===== src/rtl/swchrsp_pkt_unloader.sv =====
// swchrsp_pkt_unloader
// Drains the switch-response packet FIFO: pops a length header, then the packet's
// data words, and presents them as a framed valid/ready stream (sop/eop/keep).
// Headers with an illegal length are dropped and flagged with a one-cycle pulse.
// A single output register decouples the FIFO head from downstream backpressure.
module swchrsp_pkt_unloader #(
    parameter int DWIDTH  = 64,
    parameter int LWIDTH  = 16,
    parameter int MAX_LEN = 1518
) (
    input  logic                i_clk,
    input  logic                i_rst_n,
    input  logic [DWIDTH-1:0]   i_fifo_data,
    input  logic                i_fifo_empty,
    output logic                o_fifo_pull,
    output logic                o_m_valid,
    input  logic                i_m_ready,
    output logic [DWIDTH-1:0]   o_m_data,
    output logic [DWIDTH/8-1:0] o_m_keep,
    output logic                o_m_sop,
    output logic                o_m_eop,
    output logic                o_busy,
    output logic                o_err_len,
    output logic [31:0]         o_pkt_cnt
);

    localparam int BYTES = DWIDTH / 8;
    localparam int BSH   = $clog2(BYTES);

    typedef enum logic {S_IDLE, S_DATA} state_t;

    // Byte enables for the final word: the low 'rem' bytes, or all bytes when
    // the length is a whole number of words.
    function automatic logic [BYTES-1:0] f_last_keep(input logic [BSH-1:0] rem);
        logic [BYTES-1:0] k;
        k = '0;
        for (int b = 0; b < BYTES; b++) begin
            if (BSH'(b) < rem) k[b] = 1'b1;
        end
        if (rem == '0) k = '1;
        return k;
    endfunction

    state_t             r_state;
    state_t             w_state_nxt;
    logic [LWIDTH-1:0]  r_words_left;
    logic [BYTES-1:0]   r_last_keep;
    logic               r_first;
    logic               r_m_valid;
    logic [DWIDTH-1:0]  r_m_data;
    logic [BYTES-1:0]   r_m_keep;
    logic               r_m_sop;
    logic               r_m_eop;
    logic               r_err_len;
    logic [31:0]        r_pkt_cnt;

    logic               w_hdr_pop;
    logic               w_load;
    logic               w_last;
    logic [LWIDTH-1:0]  w_hdr_len;
    logic [BSH-1:0]     w_hdr_rem;
    logic [LWIDTH-1:0]  w_hdr_words;
    logic               w_hdr_bad;

    // Header decode: word count rounds up, partial last word sets last keep.
    assign w_hdr_len   = i_fifo_data[LWIDTH-1:0];
    assign w_hdr_rem   = w_hdr_len[BSH-1:0];
    assign w_hdr_words = LWIDTH'(w_hdr_len >> BSH) + LWIDTH'(|w_hdr_rem);
    assign w_hdr_bad   = (w_hdr_len == '0) || (w_hdr_len > LWIDTH'(MAX_LEN));
    assign w_last      = (r_words_left == LWIDTH'(1));

    // State register.
    always_ff @(posedge i_clk or negedge i_rst_n) begin
        if (!i_rst_n) r_state <= S_IDLE;
        else          r_state <= w_state_nxt;
    end

    // Next state, header pop and data-word load decisions.
    always_comb begin
        w_state_nxt = r_state;
        w_hdr_pop   = 1'b0;
        w_load      = 1'b0;
        case (r_state)
            S_IDLE: begin
                if (!i_fifo_empty) begin
                    w_hdr_pop = 1'b1;
                    if (!w_hdr_bad) w_state_nxt = S_DATA;
                end
            end
            S_DATA: begin
                if ((!r_m_valid || i_m_ready) && !i_fifo_empty) begin
                    w_load = 1'b1;
                    if (w_last) w_state_nxt = S_IDLE;
                end
            end
            default: w_state_nxt = S_IDLE;
        endcase
    end

    // Packet bookkeeping: latched word count, last keep, first-word flag, error pulse.
    always_ff @(posedge i_clk or negedge i_rst_n) begin
        if (!i_rst_n) begin
            r_words_left <= '0;
            r_last_keep  <= '0;
            r_first      <= 1'b0;
            r_err_len    <= 1'b0;
        end else begin
            r_err_len <= w_hdr_pop && w_hdr_bad;
            if (w_hdr_pop && !w_hdr_bad) begin
                r_words_left <= w_hdr_words;
                r_last_keep  <= f_last_keep(w_hdr_rem);
                r_first      <= 1'b1;
            end else if (w_load) begin
                r_words_left <= r_words_left - LWIDTH'(1);
                r_first      <= 1'b0;
            end
        end
    end

    // Output register: loads from the FIFO head, holds under backpressure, drains when idle.
    always_ff @(posedge i_clk or negedge i_rst_n) begin
        if (!i_rst_n) begin
            r_m_valid <= 1'b0;
            r_m_data  <= '0;
            r_m_keep  <= '0;
            r_m_sop   <= 1'b0;
            r_m_eop   <= 1'b0;
        end else if (w_load) begin
            r_m_valid <= 1'b1;
            r_m_data  <= i_fifo_data;
            r_m_keep  <= w_last ? r_last_keep : '1;
            r_m_sop   <= r_first;
            r_m_eop   <= w_last;
        end else if (r_m_valid && i_m_ready) begin
            r_m_valid <= 1'b0;
        end
    end

    // Count packets whose eop word was accepted downstream.
    always_ff @(posedge i_clk or negedge i_rst_n) begin
        if (!i_rst_n)                               r_pkt_cnt <= '0;
        else if (r_m_valid && i_m_ready && r_m_eop) r_pkt_cnt <= r_pkt_cnt + 32'd1;
    end

    // The FIFO shares this reset, so never pop while it is held.
    assign o_fifo_pull = i_rst_n && (w_hdr_pop || w_load);
    assign o_m_valid   = r_m_valid;
    assign o_m_data    = r_m_data;
    assign o_m_keep    = r_m_keep;
    assign o_m_sop     = r_m_sop;
    assign o_m_eop     = r_m_eop;
    assign o_err_len   = r_err_len;
    assign o_pkt_cnt   = r_pkt_cnt;
    assign o_busy      = (r_state != S_IDLE) || r_m_valid;

endmodule


===== config.mk =====
export PLATFORM = sky130hd
export DESIGN_NAME = swchrsp_pkt_unloader
export DESIGN_NICKNAME = d
export VERILOG_FILES = /design/src/rtl/swchrsp_pkt_unloader.sv
export SDC_FILE = /design/constraint.sdc
export NUM_CORES = 1
export LEC_CHECK = 0
export BUFFER_PORTS_ARGS = -buffer_cell sky130_fd_sc_hd__buf_2
export CORE_MARGIN = 1
export CORE_UTILIZATION = 46
export DETAILED_ROUTE_END_ITERATION = 6
export PLACE_DENSITY = 0.79
export SLEW_MARGIN = 40
export SYNTH_ARGS = -nofsm -noshare
export SYNTH_HDL_FRONTEND = slang
export SYNTH_SLANG_ARGS = --single-unit

===== constraint.sdc =====
create_clock -name i_clk -period 1.8 [get_ports i_clk]
set_input_delay 0.45 -clock i_clk [delete_from_list [all_inputs] [get_ports i_clk]]
set_output_delay 0.45 -clock i_clk [all_outputs]
set_load 0.01 [all_outputs]

==> results of run 1 <==
[state kept, by name (all words and copies together) (netlist names), 8 cells and up]
signal	count
r_last_keep	8
o_m_keep	8
r_words_left	16
o_m_data	64
o_pkt_cnt	32
[synth_stat cells (7+ instances only)]
cell,n,share of area
nand3_1,23,0.020
xnor2_1,28,0.042
dfrtp_1,134,0.57
a21oi_1,9,0.0077
nor3_1,7,0.0060
xor2_1,18,0.027
nand4_1,12,0.013
nor2_1,30,0.019
o22a_1,8,0.012
clkbuf_1,17,0.011
nand2_1,221,0.14
and3_1,11,0.012
[path summary, 6_finish.rpt]
| kind | start | endpoint | slack, ps | depth (start not counted) |
|---|---|---|---|---|
| min in group i_clk | i_fifo_data[58] | o_m_data[58]$_DFFE_PN0P_ | 220 | 3 |
| min reg2reg | r_first$_DFFE_PN0P_ | o_m_sop$_DFFE_PN0P_ | 470 | 2 |
| min | i_rst_n | o_m_data[63]$_DFFE_PN0P_ | 80 | 2 |
| max | r_words_left[9]$_DFFE_PN0P_ | o_m_keep[3]$_DFFE_PN0P_ | 5 | 5 |
| max in group asynchronous | i_rst_n | o_pkt_cnt[6]$_DFFE_PN0P_ | 1070 | 2 |
| max reg2reg | r_words_left[9]$_DFFE_PN0P_ | o_m_keep[3]$_DFFE_PN0P_ | 5 | 5 |
[cell families after synthesis]
group                    after synthesis  share of synthesized area
AND/OR/NAND/NOR                      340                      0.264
flip-flops                           134                      0.570
XOR/XNOR                              46                     0.0685
AO/OA/AOI/OAI                         37                     0.0470
buffers and inverters                 34                     0.0317
adder cells (fa/ha/maj)                5                     0.0106
multiplexers                           4                    0.00745
[layout make-up]
type,count,area (sq um)
Clock inverter,11,149
Multi-Input combinational cell,433,2440
Clock buffer,20,467
Timing Repair Buffer,239,1430
Sequential cell,134,3350
Inverter,5,18.8
Fill cell,1022,4140
Tap cell,168,210
[placed cells by master (no fill, tap or decap), types with 6 or more instances in the layout]
cell type,count
o22a_1,8
nor2_1,29
buf_4,56
buf_2,175
a21oi_1,9
xor2_1,18
and3_1,11
dfrtp_1,133
a31oi_1,6
nand2_1,221
xnor2_1,28
nand4_1,12
nand3_1,21
clkbuf_16,17
nor3_1,7
[report_power, final]
part	total, uW	switching, uW	leakage (uW)	internal, uW
sequential	4510	563	0.00170	3940
clock	3580	1300	0.000294	2280
combinational	3830	2150	0.00233	1680
[stage by stage]
stage               setup WS, ps  utilization  total power, uW  cells
CTS                         3.69        0.657            12000   1006
global placement            -236        0.603             8110    974
global route               -22.8        0.661            12700   1010
detailed placement          -262        0.603             8230    974
floorplan                  -51.5            -             6520    600
finish                      4.83        0.661            11900   1010
[worst register-to-register path, cell delays in order (launching register included)]
cell and delay, ps:
dfrtp_1 380, or4_4 610, nor2_8 130, nand4_4 90
or2_4 280, o22a_1 190
[repair_timing]
item,4_1_cts,5_1_grt
hold buffers,0,0
cloned,1,0
pin swaps,1,3
setup endpoints to repair,11,15
endpoints found under the hold margin,0,0
buffers inserted,0,4
gates resized for setup,12,3
[layer usage]
layer / track usage / vias up / part of all wire
li1: - / 2438 / -
met1: 0.295 / 2440 / 0.46
met2: 0.377 / 140 / 0.48
met3: 0.0469 / 14 / 0.050
met4: 0.0857 / 0 / 0.010
met5: 0 / - / 0
==> results.py, run 1 <==
metrics = {
    "timing": {
        "finalMaxSlewViolations": 0,
        "clock_skew_ps": 5.74,
        "worst_pin_slew_ps": 779,
        "fin_crit_sh": 0.997,
        "timing.setup.tns_ps": 0,
        "fmax_ghz": 0.557,
        "report.final.setup_viol": 0,
        "hold_viol_final": 0,
        "whs_ps": 82.8,
        "rsz0062_at_grt": "yes",
        "fin_crit_ps": 1800,
        "maxSlewHeadroom": 0.481,
    },
    "cts": {
        "clock_path_buffers": 2,
        "cts_tree": "built",
        "cts_buffers": 17,
        "insertion_delay_ps": 410,
        "cts.clk_slew.worst_paths_ps": 60,
        "clockRootBuffer": "clkbuf_16",
        "cts_htree_levels": 4,
        "clock-sinks": 134,
    },
    "drt": {
        "wirelength_um": 14200,
        "first_pass_iters": 4,
        "first_iter_violations": 250,
        "postRouteAntennaNets": 0,
        "wl_per_cell_um": 14.0,
        "vias": 5032,
        "viasPerCell": 4.98,
        "drc_errors": 0,
    },
    "synthesis": {
        "synthCells": 600,
        "ys_types": 52,
        "syn_avg_cell_area_sq_um": 9.80,
        "synth_area_sq_mm": 0.00588,
        "ys_seq_area_frac": 0.570,
        "synth-seq-cells": 134,
        "async_flop_share": 1.00,
        "syn_nets": 673,
        "synth_edf_count": 0,
        "ys.flop_type": "dfrtp_1",
        "yosysWarnings": 0,
    },
    "placement": {
        "io_buffers": 177,
        "placed_cell_area_sq_mm": 0.00736,
        "dpl.hpwl_um": 9640,
        "gp_congestion": 0.828,
    },
    "pwr": {
        "leakage_uw": 0.00432,
        "ir_drop_mv": 0.726,
        "p_per_area_mw_per_mm2": 1480,
    },
    "worst_setup_path": {
        "cp.required_ps": 2090,
        "path_buf_inv": 0,
        "critPathKind": "flip-flop to flip-flop",
        "path_cells": "or4_4 -> nor2_8 -> nand4_4 -> or2_4 -> o22a_1",
        "slowest_delay_ps": 610,
        "endpoint_kind": "flip-flop",
        "critPathSlowestCell": "or4_4",
        "cp-start-kind": "flip-flop",
        "crit_fanout": 5,
        "arrival_ps": 2090,
        "cp_top_family": "simple AND/OR/NAND/NOR gates",
    },
    "cells_and_area": {
        "diodes": 0,
        "final_area_sq_mm": 0.00807,
        "area_growth_pct": 37.3,
        "drive_gt1_frac": 0.355,
        "num-nets-final": 903,
    },
    "min_path": {
        "holdCritPathClass": "input pin to async pin",
    },
    "die": {
        "io_pins": 178,
        "die_area_sq_mm": 0.0132,
        "fp.dieH_um": 115,
        "fp-row-count": 40,
        "die_width_um": 115,
        "core_sq_mm": 0.0122,
        "start_util": 0.481,
    },
    "outcome": {
        "status": "finished clean",
    },
    "global_routing": {
        "antenna_found_initial": 0,
        "grt_pass1_wl_um": 23500,
        "grtUsageTotal": 0.228,
        "grt_pass1_vias": 4934,
        "grt_max_degree": 135,
        "grt_overflow_total": 0,
    },
    "flow_run": {
        "cap_violations": 0,
    },
}
No activity file was read; power rests on OpenSTA's default activity.
==> run 2, diff against run 1 <==
--- a/config.mk
+++ b/config.mk
@@ -7,9 +7,9 @@
 export LEC_CHECK = 0
 export BUFFER_PORTS_ARGS = -buffer_cell sky130_fd_sc_hd__buf_2
 export CORE_MARGIN = 1
-export CORE_UTILIZATION = 46
+export CORE_UTILIZATION = 40
 export DETAILED_ROUTE_END_ITERATION = 6
-export PLACE_DENSITY = 0.79
+export PLACE_DENSITY = 0.69
 export SLEW_MARGIN = 40
 export SYNTH_ARGS = -nofsm -noshare
 export SYNTH_HDL_FRONTEND = slang
==> constraint.sdc (replaced) <==
create_clock -name i_clk -period 1.92 [get_ports i_clk]
set_input_delay 0.48 -clock i_clk [delete_from_list [all_inputs] [get_ports i_clk]]
set_output_delay 0.48 -clock i_clk [all_outputs]
set_load 0.01 [all_outputs]
==> run 2 against run 1 <==
Effect of this change:
- critical path depth increased by 1
- clock skew up 1.9 ps
- largest cell class unchanged
- critical endpoint is now o_m_keep[7]$_DFFE_PN0P_
- final area fell by 1.5%
==> results.py, run 2 (synthesized netlist as in run 1, its figures left out) <==
metrics = {
    "outcome": {
        "status": "finished clean",
    },
    "pwr": {
        "ir_drop_mv": 0.703,
        "leakage_uw": 0.00426,
        "p_per_area_mw_per_mm2": 1360,
    },
    "timing": {
        "fin_crit_sh": 0.975,
        "maxSlewHeadroom": 0.530,
        "report.final.setup_viol": 0,
        "worst_pin_slew_ps": 705,
        "finalMaxSlewViolations": 0,
        "timing.setup.tns_ps": 0,
        "whs_ps": 175,
        "hold_viol_final": 0,
        "rsz0062_at_grt": "yes",
        "fmax_ghz": 0.534,
        "clock_skew_ps": 7.66,
        "worst_slack_ps": 47.8,
        "fin_crit_ps": 1870,
    },
    "worst_setup_path": {
        "cp.required_ps": 2220,
        "slowest_delay_ps": 600,
        "cp_top_family": "simple AND/OR/NAND/NOR gates",
        "path_buf_inv": 1,
        "arrival_ps": 2170,
        "r2r_slack_ps": 50,
        "reg2reg_to": "o_m_keep[7]$_DFFE_PN0P_",
        "worst-path-stages": 6,
        "cp-endpoint": "o_m_keep[7]$_DFFE_PN0P_",
        "crit_start": "r_words_left[7]$_DFFE_PN0P_",
        "cp-start-kind": "flip-flop",
        "endpoint_kind": "flip-flop",
        "path_cells": "or4_4 -> nor2_8 -> nand4_4 -> or2_1 -> buf_6 -> o22a_1",
        "reg2reg_depth": 6,
        "critPathKind": "flip-flop to flip-flop",
        "critPathSlowestCell": "or4_4",
        "crit_fanout": 9,
        "worstReg2RegStart": "r_words_left[7]$_DFFE_PN0P_",
    },
    "cts": {
        "cts_tree": "built",
        "cts_htree_levels": 4,
        "insertion_delay_ps": 420,
        "cts_buffers": 17,
        "clockRootBuffer": "clkbuf_16",
        "clock_path_buffers": 2,
        "cts.clk_slew.worst_paths_ps": 60,
        "clock-sinks": 134,
    },
    "placement": {
        "gp_congestion": 0.790,
        "dpl.hpwl_um": 9860,
        "dp.cells": 987,
        "io_buffers": 177,
        "dp_slack_ps": -208,
    },
    "drt": {
        "postRouteAntennaNets": 0,
        "wirelength_um": 14200,
        "viasPerCell": 4.81,
        "first_iter_violations": 197,
        "wl_per_cell_um": 13.9,
        "vias": 4907,
        "drc_errors": 0,
        "first_pass_iters": 4,
    },
    "die": {
        "fp-row-count": 43,
        "fp.dieH_um": 123,
        "die_width_um": 123,
        "core_sq_mm": 0.0141,
        "die_area_sq_mm": 0.0152,
        "io_pins": 178,
        "start_util": 0.417,
    },
    "cells_and_area": {
        "final_common_cell": "nand2_1",
        "instances_no_fill": 1020,
        "drive_gt1_frac": 0.343,
        "largest_register_ffs": 64,
        "layout_common_cells": "nand2_1 (221), buf_2 (176), dfrtp_1 (133)",
        "diodes": 0,
        "area_growth_pct": 35.2,
        "fin_util": 0.564,
        "num-nets-final": 900,
    },
    "global_routing": {
        "grtUsageTotal": 0.198,
        "met2_usage": 0.302,
        "antenna_found_initial": 0,
        "grt.busiest_layer": "met2",
        "grt_pass1_vias": 4796,
        "grt_pass1_wl_um": 23100,
        "use_met3": 0.0489,
        "grt_max_degree": 135,
        "grt_overflow_total": 0,
        "met1_usage": 0.262,
    },
    "flow_run": {
        "cap_violations": 0,
    },
    "min_path": {
        "holdCritPathClass": "input pin to async pin",
    },
}
==> run 2: layer usage <==
layer  share of wire  wire length (um)
met1            0.46              6510
met4           0.022               306
met2            0.47              6610
met3           0.052               729
met5               0                 0
==> run 2: final cells by class <==
cell class / instances / area, sq um
clock buffer: 21 / 470
clock inverter: 11 / 100
fill: 1257 / 6150
inverter: 5 / 18.8
multi-input combinational: 432 / 2370
sequential: 134 / 3350
tap: 180 / 225
timing repair buffer: 237 / 1410
==> run 2: metrics by stage <==
step	power, uW	instance area (sq um)
6_report	10800	7950
3_3_place_gp	7640	7350
2_1_floorplan	6100	5880
4_1_cts	10900	7920
5_1_grt	11500	7950
3_5_place_dp	7740	7350
==> run 2: worst reg2reg max path: stages, from the launching register on <==
cell and delay (ps):
dfrtp_1 390, or4_4 600, nor2_8 130, nand4_4 80
or2_1 250, buf_6 140, o22a_1 180
==> run 2: worst min-delay path by stage <==
stage | endpoint | cells past startpoint | startpoint
final | o_m_data[63]$_DFFE_PN0P_ | 2 | i_rst_n
after global routing | o_m_data[26]$_DFFE_PN0P_ | 3 | i_fifo_data[26]
after CTS | o_m_keep[4]$_DFFE_PN0P_ | 2 | i_rst_n
after detailed placement | o_m_data[28]$_DFFE_PN0P_ | 2 | o_m_data[28]$_DFFE_PN0P_
after global placement | o_m_data[46]$_DFFE_PN0P_ | 2 | o_m_data[46]$_DFFE_PN0P_
after floorplan | o_err_len$_DFF_PN0_ | 0 | i_rst_n
==> run 2: timing repair <==
action | CTS | global route
resized for setup | 1 | 5
hold buffers | 0 | 0
setup buffers | 0 | 1
endpoints found under the setup margin | 1 | 9
pin swaps | 0 | 3
==> run 2: where the power goes <==
part / leakage (uW) / internal [uW] / switching, uW
Clock: 0.000267 / 1880 / 1230
Sequential: 0.00170 / 3700 / 531
Combinational: 0.00229 / 1500 / 1980
==> run 3, diff against run 2 <==
==> constraint.sdc (replaced) <==
create_clock -name i_clk -period 1.85 [get_ports i_clk]
set_input_delay 0.4625 -clock i_clk [delete_from_list [all_inputs] [get_ports i_clk]]
set_output_delay 0.4625 -clock i_clk [all_outputs]
set_load 0.01 [all_outputs]
==> run 3 against run 2 <==
Effect of this change:
- utilization increased by 0.70 points
- cell count rose by 0.59%
- register-to-register slack improved by 20 ps
- clock power is 13% higher
- routed wire length down 1.6%
- critical endpoint is now o_fifo_pull
==> results.py, run 3 (synthesized netlist as in run 1, its figures left out) <==
metrics = {
    "timing": {
        "clock_skew_ps": 6.07,
        "hold_viol_final": 0,
        "maxSlewHeadroom": 0.488,
        "finalMaxSlewViolations": 0,
        "fmax_ghz": 0.557,
        "worst_pin_slew_ps": 769,
        "rsz0062_at_grt": "yes",
        "whs_ps": 120,
        "report.final.setup_viol": 0,
        "fin_crit_ps": 1800,
        "fin_crit_sh": 0.971,
    },
    "drt": {
        "first_pass_iters": 4,
        "viasPerCell": 4.81,
        "first_iter_violations": 224,
        "wirelength_um": 13900,
        "wl_per_cell_um": 13.6,
        "vias": 4933,
        "postRouteAntennaNets": 0,
        "drc_errors": 0,
    },
    "placement": {
        "gp_congestion": 0.800,
        "dp.cells": 992,
        "placed_cell_area_sq_mm": 0.00738,
        "dpl.hpwl_um": 9670,
        "io_buffers": 177,
    },
    "pwr": {
        "leakage_uw": 0.00435,
        "ir_drop_mv": 0.807,
        "p_total_uw": 11500,
        "p_per_area_mw_per_mm2": 1430,
    },
    "outcome": {
        "status": "finished clean",
    },
    "cells_and_area": {
        "area_growth_pct": 36.8,
        "drive_gt1_frac": 0.351,
        "largest_register_ffs": 64,
        "instances_no_fill": 1026,
        "diodes": 0,
        "final_common_cell": "nand2_1",
        "num-nets-final": 907,
        "final_area_sq_mm": 0.00805,
        "n_fill_cell": 1240,
        "layout_common_cells": "nand2_1 (221), buf_2 (175), dfrtp_1 (133)",
    },
    "global_routing": {
        "grt_pass1_wl_um": 22700,
        "grt_pass1_vias": 4815,
        "antenna_found_initial": 0,
        "grtUsageTotal": 0.193,
        "grt_overflow_total": 0,
        "grt_max_degree": 135,
    },
    "worst_setup_path": {
        "cp-start-kind": "flip-flop",
        "slowest_delay_ps": 350,
        "critPathSlowestCell": "dfrtp_1",
        "crit_start": "o_m_valid$_DFFE_PN0P_",
        "crit_fanout": 4,
        "cp-endpoint": "o_fifo_pull",
        "cp.required_ps": 1390,
        "critPathKind": "flip-flop to output pin",
        "arrival_ps": 1330,
        "cp_top_family": "flip-flops",
        "path_buf_inv": 2,
        "reg2reg_depth": 5,
        "r2r_slack_ps": 70,
        "worst-path-stages": 4,
        "reg2reg_to": "o_m_keep[2]$_DFFE_PN0P_",
        "path_cells": "buf_6 -> nand2b_4 -> o211a_1 -> buf_2",
        "worstReg2RegStart": "r_words_left[8]$_DFFE_PN0P_",
        "endpoint_kind": "output pin",
    },
    "die": {
        "core_sq_mm": 0.0141,
        "fp.dieH_um": 123,
        "die_width_um": 123,
        "start_util": 0.417,
        "die_area_sq_mm": 0.0152,
        "io_pins": 178,
        "fp-row-count": 43,
    },
    "cts": {
        "cts_htree_levels": 4,
        "insertion_delay_ps": 410,
        "clock-sinks": 134,
        "clockRootBuffer": "clkbuf_16",
        "cts.clk_slew.worst_paths_ps": 60,
        "clock_path_buffers": 2,
        "cts_tree": "built",
        "cts_buffers": 17,
    },
    "flow_run": {
        "cap_violations": 0,
    },
    "min_path": {
        "holdCritPathClass": "input pin to async pin",
    },
}
[run 3: changes by cell type in the layout (fill, tap and decap cells not counted), moves of 2 or more]
| cell | before | now |
|---|---|---|
| buf_4 | 54 | 63 |
| bufinv_16 | 1 | 4 |
| clkbuf_8 | 3 | 0 |
| clkinvlp_4 | 5 | 2 |
| buf_12 | 5 | 3 |
[run 3: final cells by class]
cell class	count	area [sq um]	area share
flip-flops and latches	134	3350	0.417
multi-input cells	432	2390	0.298
repair buffers	244	1440	0.179
clock buffers	18	429	0.0533
well taps	180	225	0.0280
clock inverters	13	181	0.0226
inverters	5	18.8	0.00233
[run 3: metal layers]
layer / global-route usage / routed length (um) / vias to the layer above
li1: - / - / 2453
met1: 0.259 / 6590 / 2343
met2: 0.301 / 6510 / 120
met3: 0.0415 / 583 / 17
met4: 0.0866 / 245 / 0
met5: 0 / 0 / -
[run 3: metrics by stage]
step / setup TNS (ps) / util / setup slack, ps
5_1_grt: -15.1 / 0.571 / -15.1
4_1_cts: 0 / 0.568 / 3.70
3_3_place_gp: -4210 / 0.523 / -196
2_1_floorplan: -46.5 / - / -14.1
6_report: 0 / 0.571 / 53.5
3_5_place_dp: -4940 / 0.523 / -224
[run 3: timing repair]
item,in CTS,in global routing
hold buffers,0,0
buffers inserted,1,2
setup endpoints to repair,10,3
gates resized for setup,4,5
pin swaps,0,3
[run 3: worst reg2reg max path, cell delays in order, from the launching register on]
cell and delay [ps]:
dfrtp_1 370, or4_4 600, nor2_8 120, nand4_2 80, or2_4 300, o22a_1 200
[run 3: worst min path at each step]
stage	startpoint	endpoint	slack, ps	cells after the start
after global placement	r_first$_DFFE_PN0P_	o_m_sop$_DFFE_PN0P_	450	2
after global routing	i_rst_n	o_m_keep[5]$_DFFE_PN0P_	230	2
after CTS	i_rst_n	o_m_data[63]$_DFFE_PN0P_	210	2
after floorplan	i_rst_n	o_err_len$_DFF_PN0_	170	0
final	i_rst_n	o_m_data[62]$_DFFE_PN0P_	120	2
after detailed placement	r_last_keep[0]$_DFFE_PN0P_	r_last_keep[0]$_DFFE_PN0P_	460	1
[run 3: where the power goes]
part	total [uW]	leakage (uW)	switching, uW	internal, uW
sequential	4360	0.00170	520	3840
combinational	3650	0.00235	2050	1610
clock	3510	0.000296	1260	2240
